[config.mk]
export PLATFORM = sky130hd
export DESIGN_NAME = pipeline_hazard_ctrl
export DESIGN_NICKNAME = d
export VERILOG_FILES = /design/src/rtl/pipeline_hazard_ctrl_pkg.sv /design/src/rtl/pipeline_hazard_ctrl_multi_timer.sv /design/src/rtl/pipeline_hazard_ctrl.sv
export SDC_FILE = /design/constraint.sdc
export NUM_CORES = 1
export LEC_CHECK = 0
export BUFFER_PORTS_ARGS = -buffer_cell sky130_fd_sc_hd__buf_2
export CORE_MARGIN = 2
export CORE_UTILIZATION = 35
export DETAILED_ROUTE_END_ITERATION = 8
export SYNTH_ARGS = -nofsm -noshare
export SYNTH_HDL_FRONTEND = slang
export SYNTH_SLANG_ARGS = --single-unit
export TNS_END_PERCENT = 10
[constraint.sdc]
create_clock -name clk -period 2.1 [get_ports clk]
set_input_delay 0.21 -clock clk [delete_from_list [all_inputs] [get_ports clk]]
set_output_delay 0.21 -clock clk [all_outputs]
set_load 0.01 [all_outputs]
[src/rtl/pipeline_hazard_ctrl_pkg.sv]
// Shared types and constants for the SimpleRISC hazard/interlock controller.
// The priority helper is the single place where hazard ordering is decided.
package pipe_ctrl_pkg;

  localparam int REG_AW_DFLT   = 5;
  localparam int MULTI_LAT_MIN = 1;
  localparam int MULTI_LAT_MAX = 16;
  localparam int TMR_W         = 4;

  typedef enum logic {
    IDLE = 1'b0,
    BUSY = 1'b1
  } state_e;

  typedef enum logic [1:0] {
    HZ_NONE   = 2'd0,
    HZ_LU     = 2'd1,
    HZ_MULTI  = 2'd2,
    HZ_BRANCH = 2'd3
  } hazard_e;

  // Branch beats multi-cycle beats load-use.
  function automatic hazard_e hazard_pick(input logic branch,
                                          input logic multi,
                                          input logic lu);
    hazard_e hz;
    hz = HZ_NONE;
    if (branch)     hz = HZ_BRANCH;
    else if (multi) hz = HZ_MULTI;
    else if (lu)    hz = HZ_LU;
    return hz;
  endfunction

endpackage

[src/rtl/pipeline_hazard_ctrl_multi_timer.sv]
// Loadable down-counter with a terminal-count flag, used to time the BUSY
// sequence of a div/mod occupying the ALU stage.
module hazard_multi_timer
  import pipe_ctrl_pkg::*;
#(
  parameter int W = TMR_W
) (
  input  logic         clk,
  input  logic         rst_n,
  input  logic         load_i,
  input  logic [W-1:0] load_val_i,
  input  logic         dec_i,
  output logic         done_o
);

  logic [W-1:0] cnt_q, cnt_d;

  always_comb begin
    cnt_d = cnt_q;
    if (load_i)
      cnt_d = load_val_i;
    else if (dec_i && (cnt_q != '0))
      cnt_d = cnt_q - 1'b1;
  end

  always_ff @(posedge clk or negedge rst_n) begin
    if (!rst_n) cnt_q <= '0;
    else        cnt_q <= cnt_d;
  end

  assign done_o = (cnt_q == '0);

endmodule

[src/rtl/pipeline_hazard_ctrl.sv]
// Drives stall/flush/bubble of the IF/OF, OF/ALU and ALU/MA pipe registers.
// state | meaning
// IDLE  | no sequence running; branch, div start and load-use resolved here
// BUSY  | div/mod occupying ALU; stalls until the timer reaches zero
module pipeline_hazard_ctrl
  import pipe_ctrl_pkg::*;
#(
  parameter int MULTI_LAT = 4,
  parameter int REG_AW    = REG_AW_DFLT,
  parameter int CNT_W     = 16
) (
  input  logic              clk,
  input  logic              rst_n,
  input  logic              valid_OF,
  input  logic [REG_AW-1:0] rs1_OF,
  input  logic [REG_AW-1:0] rs2_OF,
  input  logic              uses_rs1_OF,
  input  logic              uses_rs2_OF,
  input  logic              is_Ld_ALU,
  input  logic              isWb_ALU,
  input  logic [REG_AW-1:0] rd_ALU,
  input  logic              isMulti_ALU,
  input  logic              isBranchTaken_ALU,
  output logic              stall_IFOF,
  output logic              stall_OFALU,
  output logic              flush_IFOF,
  output logic              flush_OFALU,
  output logic              bubble_ALUMA,
  output logic              busy,
  output logic [CNT_W-1:0]  stall_count
);

  // The first stall cycle is spent in IDLE, so the timer covers the rest.
  localparam bit MULTI_EN = (MULTI_LAT > 1);
  localparam logic [TMR_W-1:0] LOAD_VAL = MULTI_EN ? TMR_W'(MULTI_LAT - 2) : '0;

  state_e  state_q, state_d;
  hazard_e hz;
  logic    lu;
  logic    tmr_load, tmr_dec, tmr_done;
  logic    stall_if, stall_of, flush_if, flush_of, bubble;
  logic [CNT_W-1:0] stall_cnt_q, stall_cnt_d;

  assign lu = is_Ld_ALU & isWb_ALU & valid_OF &
              ((uses_rs1_OF & (rs1_OF == rd_ALU)) |
               (uses_rs2_OF & (rs2_OF == rd_ALU)));

  assign hz = hazard_pick(isBranchTaken_ALU, isMulti_ALU & MULTI_EN, lu);

  hazard_multi_timer #(.W(TMR_W)) u_timer (
    .clk        (clk),
    .rst_n      (rst_n),
    .load_i     (tmr_load),
    .load_val_i (LOAD_VAL),
    .dec_i      (tmr_dec),
    .done_o     (tmr_done)
  );

  always_comb begin
    state_d  = state_q;
    tmr_load = 1'b0;
    tmr_dec  = 1'b0;
    stall_if = 1'b0;
    stall_of = 1'b0;
    flush_if = 1'b0;
    flush_of = 1'b0;
    bubble   = 1'b0;
    case (state_q)
      IDLE: begin
        case (hz)
          HZ_BRANCH: begin
            flush_if = 1'b1;
            flush_of = 1'b1;
          end
          HZ_MULTI: begin
            stall_if = 1'b1;
            stall_of = 1'b1;
            bubble   = 1'b1;
            tmr_load = 1'b1;
            state_d  = BUSY;
          end
          HZ_LU: begin
            stall_if = 1'b1;
            flush_of = 1'b1;
          end
          default: ;
        endcase
      end
      BUSY: begin
        if (!tmr_done) begin
          stall_if = 1'b1;
          stall_of = 1'b1;
          bubble   = 1'b1;
          tmr_dec  = 1'b1;
        end else begin
          state_d = IDLE;
        end
      end
      default: state_d = IDLE;
    endcase
  end

  always_ff @(posedge clk or negedge rst_n) begin
    if (!rst_n) state_q <= IDLE;
    else        state_q <= state_d;
  end

  // Outputs are forced low while reset is held, even with hazards on the inputs.
  assign stall_IFOF   = rst_n & stall_if;
  assign stall_OFALU  = rst_n & stall_of;
  assign flush_IFOF   = rst_n & flush_if;
  assign flush_OFALU  = rst_n & flush_of;
  assign bubble_ALUMA = rst_n & bubble;
  assign busy         = rst_n & (state_q == BUSY);

  always_comb begin
    stall_cnt_d = stall_cnt_q;
    if (stall_IFOF && (stall_cnt_q != '1))
      stall_cnt_d = stall_cnt_q + 1'b1;
  end

  always_ff @(posedge clk or negedge rst_n) begin
    if (!rst_n) stall_cnt_q <= '0;
    else        stall_cnt_q <= stall_cnt_d;
  end

  assign stall_count = stall_cnt_q;

endmodule

==> results.txt, run 1 <==
The first-pass detailed-route iteration total came out at 4. The die extent in x is 64.6 µm. In the routed design, unresolved DRC markers number 0. At the end of routability-driven placement, the weighted congestion stood at between 0.7 and 0.8. The routed wire length is roughly 2900 µm. The post-synthesis share of cell area spent on and, or, nand and nor gates is 25.2%.

The power consumption is ~1.6 mW. The switching power came out at 0.597 mW. The aggregate global routing overflow came out at 0. The share of total power in sequential cells came out at a little over two fifths.

The number of fill cells in the layout is 354. The switching portion of total power is between 30% and 40%. In this run the register-to-register setup slack is roughly 0.23 ns.

The register area share after synthesis came out at between 40% and 50%. The root buffer cell chosen for the clock tree is sky130_fd_sc_hd__clkbuf_8. STA classifies the critical path endpoint as an output pin.

After synthesis, the cell types taking the most area are sky130_fd_sc_hd__dfrtp_1 (41%), sky130_fd_sc_hd__xnor2_1 (9.6%), sky130_fd_sc_hd__nand4_1 (4.9%). The number of DRC markers in iteration 0 came out at 16. The largest driver fanout on the critical path is 4.

The routed length per instance came out at between 10 and 15 µm. The number of antenna violations at the first check in global routing is 0. The nature of the critical path startpoint is a primary input. Buffers placed on the I/O ports in this run total 45. The number of synthesis warnings is 0.

The share of the synthesized area in the top cell type came out at 40.9%. The post-synthesis compound-gate area fraction is approximately a tenth. The most used flip-flop cell after synthesis is sky130_fd_sc_hd__dfrtp_1. The first-pass GRT wire length is about 5000 µm. Of the post-synthesis cell area, the part taken by muxes is under 10%. The critical path starts at isMulti_ALU. The insertion delay of the later-clocked pin in the worst-skew pair came out at roughly 0.26 ns.

In this run the static leakage power is slightly below 0.8 nW. The post-synthesis cell count is 126. The buffer levels on the longest clock path is 2. The utilization of the core after routing is between 40% and 50%.

The setup clock skew after layout is 0.00235 ns. Relative to the synthesized area, the layout overhead comes to 31.5%. The total nets after synthesis is ~150.

The pin count of the biggest net entering global routing came out at 26. The required time of the critical path came out at ~1.9 ns. The worst hold path belongs to the class primary input to async pin.

The combined global-route utilization of all metal layers came out at 14.9%. The HPWL after detailed placement is roughly 2300 µm. The depth of the most critical reg-to-reg path came out at 6. The total count of max-transition violations in the final report is 0.

The antenna cell count came out at 0. The last element of the critical path is stall_IFOF. The post-route minimum period is between 2 and 2.5 ns. The clock tree from TritonCTS is yes. The number of clock buffers inserted by TritonCTS is 3. The area of the core is 0.00361 mm². By instance count, the leading cell after synthesis is sky130_fd_sc_hd__dfrtp_1. Detailed routing inserted a total of approximately 1,200 vias. After synthesis, the largest family of logic cells by area is simple AND/OR/NAND/NOR gates. The starting density of the core came out at between 30% and 40%. Counting instances in the post-synthesis netlist gives the leading cell types as sky130_fd_sc_hd__dfrtp_1 (21), sky130_fd_sc_hd__xnor2_1 (14), sky130_fd_sc_hd__nand4_1 (10). For this run, the top clock speed supported by timing is 497 MHz. The worst slew margin relative to its limit came out at around 77%. The run finished with clean final reports.

The final critical-path share of the clock period is 95.7%. The relative contribution of combinational cells to total power came out at 39.6%. The row count came out at 22. The number of setup violations in the final report is 0. The share of async-settable or async-resettable flops after synthesis is between 90% and 100%. The setup path with the least slack is of type primary input to output pin. The area of the mapped netlist is about 0.0013 mm². The startpoint of the worst register-to-register path is u_timer.cnt_q[0]$_DFFE_PN0P_. The clock network accounts for approximately 17% of the total power.

Each instance of the synthesized netlist takes up on average 10.2 µm². The number of unique standard cell types used by synthesis is 35. The maximum level of the CTS H-tree is 1. The clock input transition at the sequential cells of the worst setup and hold paths came out at roughly 0.080 ns. The via count normalized by instance count came out at roughly 5.1.

The post-route netlist has 39.1% of its cells at a drive strength greater than 1. The number of global-route vias before repair came to around 1,100. The post-synthesis xor/xnor area fraction came out at 13.0%. The total of flip-flops plus latches after synthesis came out at 21. The design internal power is around 0.96 mW. The number of max-cap violations came out at 0.

The end of the worst register-to-register path is stall_count[15]$_DFFE_PN0P_. At the pin with the least slew margin, the transition time is about 0.34 ns. The tree built by TritonCTS fans out to 21 sinks. The final-stage net count came out at a little over 200.

The worst hold slack came out at between 0.0001 and 0.00015 ns. The worst-case IR drop observed on VDD is approximately 0.54 mV. The number of endpoints with negative hold slack in the final report came out at 0. In this run the vertical extent of the chip is between 60 and 70 µm.

Summed over all instances, the cell type with the most area after synthesis is sky130_fd_sc_hd__dfrtp_1. The post-route setup TNS came out at 0 ns. between 40 and 50 I/O pins were placed.

The die covers between 0.004 and 0.005 mm². Data on the critical path arrives at its endpoint at approximately 1.8 ns. Setup repair after global routing could not meet its margin everywhere. For this design the ratio of total power to cell area is 924 mW/mm². In this run, synthesis inferred 0 flip-flops with an integrated enable. The adder-cell share of the synthesized area came out at approximately 2.9%. The count of nets left with antenna violations once routing finished came out at 0.
-- metal layers --
layer  share of wire (%)  GRT usage, %
met5                   0             0
met4                0.48          2.39
met3                 4.2          3.13
met2                  52          27.7
met1                  43          17.9
-- metrics by stage --
stage               std cells  cell area, µm²  worst slack (ns)
global route              227            1690           -0.0181
global placement          223            1600            -0.117
finish                    227            1690            0.0895
floorplan                 126            1280           -0.0466
CTS                       227            1650            0.0158
detailed placement        223            1600            -0.178
-- cell families (layout without fill, tap and decap cells) --
group | after synthesis | count (layout)
multiplexers | 5 | 5
AND/OR/NAND/NOR | 51 | 51
flip-flops | 21 | 21
adder cells (fa/ha/maj) | 3 | 3
XOR/XNOR | 19 | 19
buffers and inverters | 8 | 61
AO/OA/AOI/OAI | 19 | 19
-- critical path: stages --
cell and delay, ns:
sky130_fd_sc_hd__buf_2 0.10, sky130_fd_sc_hd__nand4b_1 0.22, sky130_fd_sc_hd__nor4_2 0.35, sky130_fd_sc_hd__or3_4 0.19, sky130_fd_sc_hd__ha_4 0.20, sky130_fd_sc_hd__o21ai_4 0.21
sky130_fd_sc_hd__nor2_4 0.06, sky130_fd_sc_hd__buf_6 0.12, sky130_fd_sc_hd__buf_2 0.13
-- registers in the layout, summed over array words and instances (netlist names) --
signal / count
state_q: 1
u_timer.cnt_q: 4
stall_count: 16
-- final cells by class --
type | instances | area, µm² | share of cell area [%]
tap | 48 | 60.1 | 3.56
clock buffer | 4 | 45.0 | 2.67
timing repair buffer | 53 | 289 | 17.1
multi-input combinational | 97 | 753 | 44.6
sequential | 21 | 526 | 31.1
inverter | 4 | 15.0 | 0.890
-- power by group through the flow --
stage                     combinational, mW  clock (mW)  sequential, mW
after CTS                             0.612       0.277           0.676
after global placement                0.592           0           0.672
after floorplan                       0.397           0           0.661
after detailed placement              0.607           0           0.683
after global routing                  0.688       0.293           0.700
final                                 0.618       0.267           0.676
-- worst min path at each step --
stage / start / to / cells after the start
floorplan: rst_n / stall_count[0]$_DFFE_PN0P_ / 0
global placement: rst_n / stall_count[7]$_DFFE_PN0P_ / 2
detailed placement: rst_n / stall_count[4]$_DFFE_PN0P_ / 2
CTS: rst_n / stall_count[0]$_DFFE_PN0P_ / 2
global route: rst_n / stall_count[4]$_DFFE_PN0P_ / 2
finish: rst_n / stall_count[0]$_DFFE_PN0P_ / 2
-- cells in the final DEF, fill, tap and decap left out, drive strengths merged --
cell type	synthesis	layout
or3	1	1
nand4b	1	1
o21ai	7	7
and2	3	3
and4	2	2
o211ai	6	6
inv	4	4
buf	3	53
nand2	8	8
mux2	5	5
nor4	4	4
nor2	3	3
a31oi	2	2
ha	3	3
and3	8	8
dfrtp	21	21
a21oi	2	2
xnor2	14	14
xor2	5	5
clkbuf	1	4
nand3	6	6
or2	1	1
nand2b	2	2
nor3	1	1
o311a	1	1
nand4	10	10
and4bb	1	1
o21a	1	1
-- repair_timing --
action | in CTS | in global routing
pin swaps | 1 | 0
setup endpoints to repair | 1 | 4
hold buffers | 0 | 0
gates resized for setup | 0 | 7
buffers inserted | 0 | 0
(Power assumes the default switching activity.)
==> run 2: changes to the inputs <==
- clock period: 2.1 -> 1.9 ns (I/O delays scaled with it)
==> results.txt, run 2 (same netlist as run 1, synthesis figures left out) <==
The total count of max-transition violations in the final report is 0 (unchanged). The remaining antenna violation count after routing is 0 (unchanged). The number of flip-flops in the largest register came out at 16 (unchanged). The first-pass detailed-route iteration total is 3 (-1). The static leakage power came out at 0.929 nW (+17%).

The largest driver fanout on the critical path came out at 4 (unchanged). Setup repair after global routing could not meet its margin everywhere. The critical path is of the primary input to flop type.

The number of setup violations in the final report came out at 11 (+11). The post-route setup TNS came out at -0.491 ns (-0.491 ns). The biggest cell delay along the critical path came out at 0.38 ns (+0.03 ns). The measured slew at the worst slew-check pin came out at 0.332 ns (-0.00590 ns). In the layout the commonest cells are sky130_fd_sc_hd__buf_2 (36), sky130_fd_sc_hd__dfrtp_1 (21), sky130_fd_sc_hd__buf_4 (17). The worst setup path is launched from a primary input. The peak supply drop was 0.593 mV (+9.9%). The routed length per instance is 13.3 µm (+3.7%).

The checks that failed: setup timing. The post-route minimum period is 2.01 ns. The combined global-route utilization of all metal layers is 16.9% (+1.9 points).

The critical path goes through buf_2, xnor2_1, nand4_1, nor4_2, or3_4, ha_4, o21ai_4, nor4_4, buf_4, nand4_1, mux2_4. The number of global-route vias before repair is 1,264 (+11%). The clock tree from TritonCTS is yes. The cell count of the worst hold path is 4. The slowest stage of the critical path is the sky130_fd_sc_hd__or3_4 cell. The setup clock skew after layout came out at 0.00460 ns (+0.00226 ns). The number of clock buffers inserted by TritonCTS is 3 (unchanged). The area of the core is 0.00361 mm² (unchanged). The insertion delay of the later-clocked pin in the worst-skew pair came out at 0.26 ns (about the same). The clock input transition at the sequential cells of the worst setup and hold paths is 0.08 ns (about the same).

The root cell of the clock tree is sky130_fd_sc_hd__clkbuf_8. The final critical-path share of the clock period is 106%. The library cell used most frequently in the layout, excluding fill and tap cells, is sky130_fd_sc_hd__buf_2. The sum of net half-perimeters after detailed placement came out at 2240 µm (-1.6%).

The number of antenna violations at the first check in global routing came out at 0 (unchanged). The DRC violation count after routing is 0 (unchanged). The worst hold path terminates at u_timer.cnt_q[3]$_DFFE_PN0P_. The reg-to-reg setup timing slack is 0.05 ns (-0.18 ns). The routed wire length is 3230 µm (+11%). The arrival time of the worst setup path is 2.16 ns (+0.36 ns). The min-delay analysis places its worst path in the category primary input to flop. The setup slack after placement is -0.410 ns (-0.232 ns). The number of buffers inserted by port buffering came out at 45 (unchanged). The pin count of the biggest net entering global routing is 26 (unchanged).

The number of endpoints with negative hold slack in the final report came out at 0 (unchanged). The worst setup path is captured at a flop. The synthesis-to-layout area growth is 51.9%. The startpoint identified for the worst register-to-register timing path is u_timer.cnt_q[1]$_DFFE_PN0P_. The total vias in the final route came out at 1,241 (+6.4%). The run finished, with violations left. The die area came out at 0.00417 mm² (unchanged). The startpoint of the lowest-slack hold path is isMulti_ALU. The ratio of cells with drive above 1 in the final layout was 48.2% (+9.1 points).

The aggregate global routing overflow came out at 0 (unchanged). The worst slew margin relative to its limit was 77.8% (+0.33 points). In this design, the critical path's most frequently occurring cell is sky130_fd_sc_hd__nand4_1. The buffer levels on the longest clock path is 2 (unchanged). The depth of the most critical reg-to-reg path is 7 (+1).

The antenna cell count is 0 (unchanged). The starting density of the core came out at 35.6% (unchanged). The power consumption was 1.85 mW (+18%). The die extent in x came out at 64.6 µm (unchanged).

The routability congestion estimate came out at 0.783 (+7.9%). The number of DRC markers in iteration 0 was 41 (+25). For this run, the top clock speed supported by timing is around 500 MHz.

The die height is 64.6 µm (unchanged). The maximum level of the CTS H-tree is 1 (unchanged). The number of top-level design ports is 46 (unchanged).

The required time of the critical path is 2.05 ns (+0.16 ns). The number of clock sinks seen by CTS was 21 (unchanged). The first-pass GRT wire length came to 5620 µm (+13%). The end of the worst register-to-register path is stall_count[13]$_DFFE_PN0P_. The power density of the placed cells is 948 mW/mm² (+2.6%). The row count came out at 22 (unchanged). The final-stage net count came out at 223 (+7.7%). The number of max-cap violations came out at 0 (unchanged). The via count normalized by instance count is 5.11 (-0.58%).

The setup slack after layout came to -0.108 ns (-0.198 ns).
-- run 2: cell count changes in the layout (fill, tap and decap cells not counted), sizes merged --
| cell | delta |
|---|---|
| buf | +15 |
| clkbuf | -1 |
| dlygate4sd3 | +1 |
| clkinv | +1 |
-- run 2: how the worst max path moves through the flow --
stage	startpoint	endpoint	slack (ns)	cells after the start
after global routing	isMulti_ALU	stall_count[13]$_DFFE_PN0P_	-0.21	10
after floorplan	rd_ALU[0]	stall_count[14]$_DFFE_PN0P_	-0.16	9
final	rd_ALU[0]	stall_count[13]$_DFFE_PN0P_	-0.11	11
after CTS	rd_ALU[2]	stall_count[15]$_DFFE_PN0P_	-0.07	11
after global placement	isMulti_ALU	stall_count[1]$_DFFE_PN0P_	-0.34	9
after detailed placement	rd_ALU[0]	stall_count[15]$_DFFE_PN0P_	-0.41	10
-- run 2: metrics by stage --
stage / cell area [µm²] / util (%) / std cells / hold WS (ns)
2_1_floorplan: 1290 / - / 126 / -0.106
3_3_place_gp: 1660 / 46.0 / 229 / 0.267
3_5_place_dp: 1660 / 46.0 / 229 / 0.268
4_1_cts: 1920 / 53.2 / 243 / 0.295
5_1_grt: 1950 / 54.1 / 243 / 0.292
6_report: 1950 / 54.1 / 243 / 0.281
-- run 2: final cells by class --
type                       count  area (µm²)
fill                         322        1660
multi-input combinational     97         812
sequential                    21         526
timing repair buffer          69         490
tap                           48        60.1
clock buffer                   3        41.3
inverter                       4        15.0
clock inverter                 1        5.00
-- run 2: metal layers --
metal  wire length [µm]  global-route usage (%)
met5                  0                       0
met4                  0                    2.93
met3                131                    3.99
met2               1730                    31.6
met1               1380                    19.6
-- run 2: power breakdown --
part | leakage, nW | switching (mW) | internal, mW
Sequential | 0.274 | 0.139 | 0.570
Clock | 0.0255 | 0.148 | 0.146
Combinational | 0.630 | 0.409 | 0.436
-- run 2: critical path, delay by kind of cell --
family,cells,cell delay (ns)
muxes,1,0.32
adders and majority gates,1,0.29
xor gates and xnor gates,1,0.12
AOI/OAI and AO/OA,1,0.09
buffers and inverters,2,0.30
and+or+nand+nor,5,0.84
-- run 2: what timing repair did --
action / CTS / global route
hold endpoints to repair: 21 / 0
hold buffers: 1 / 0
resized for setup: 24 / 9
buffers inserted: 10 / 0
pin swaps: 15 / 12
endpoints found under the setup margin: 11 / 20
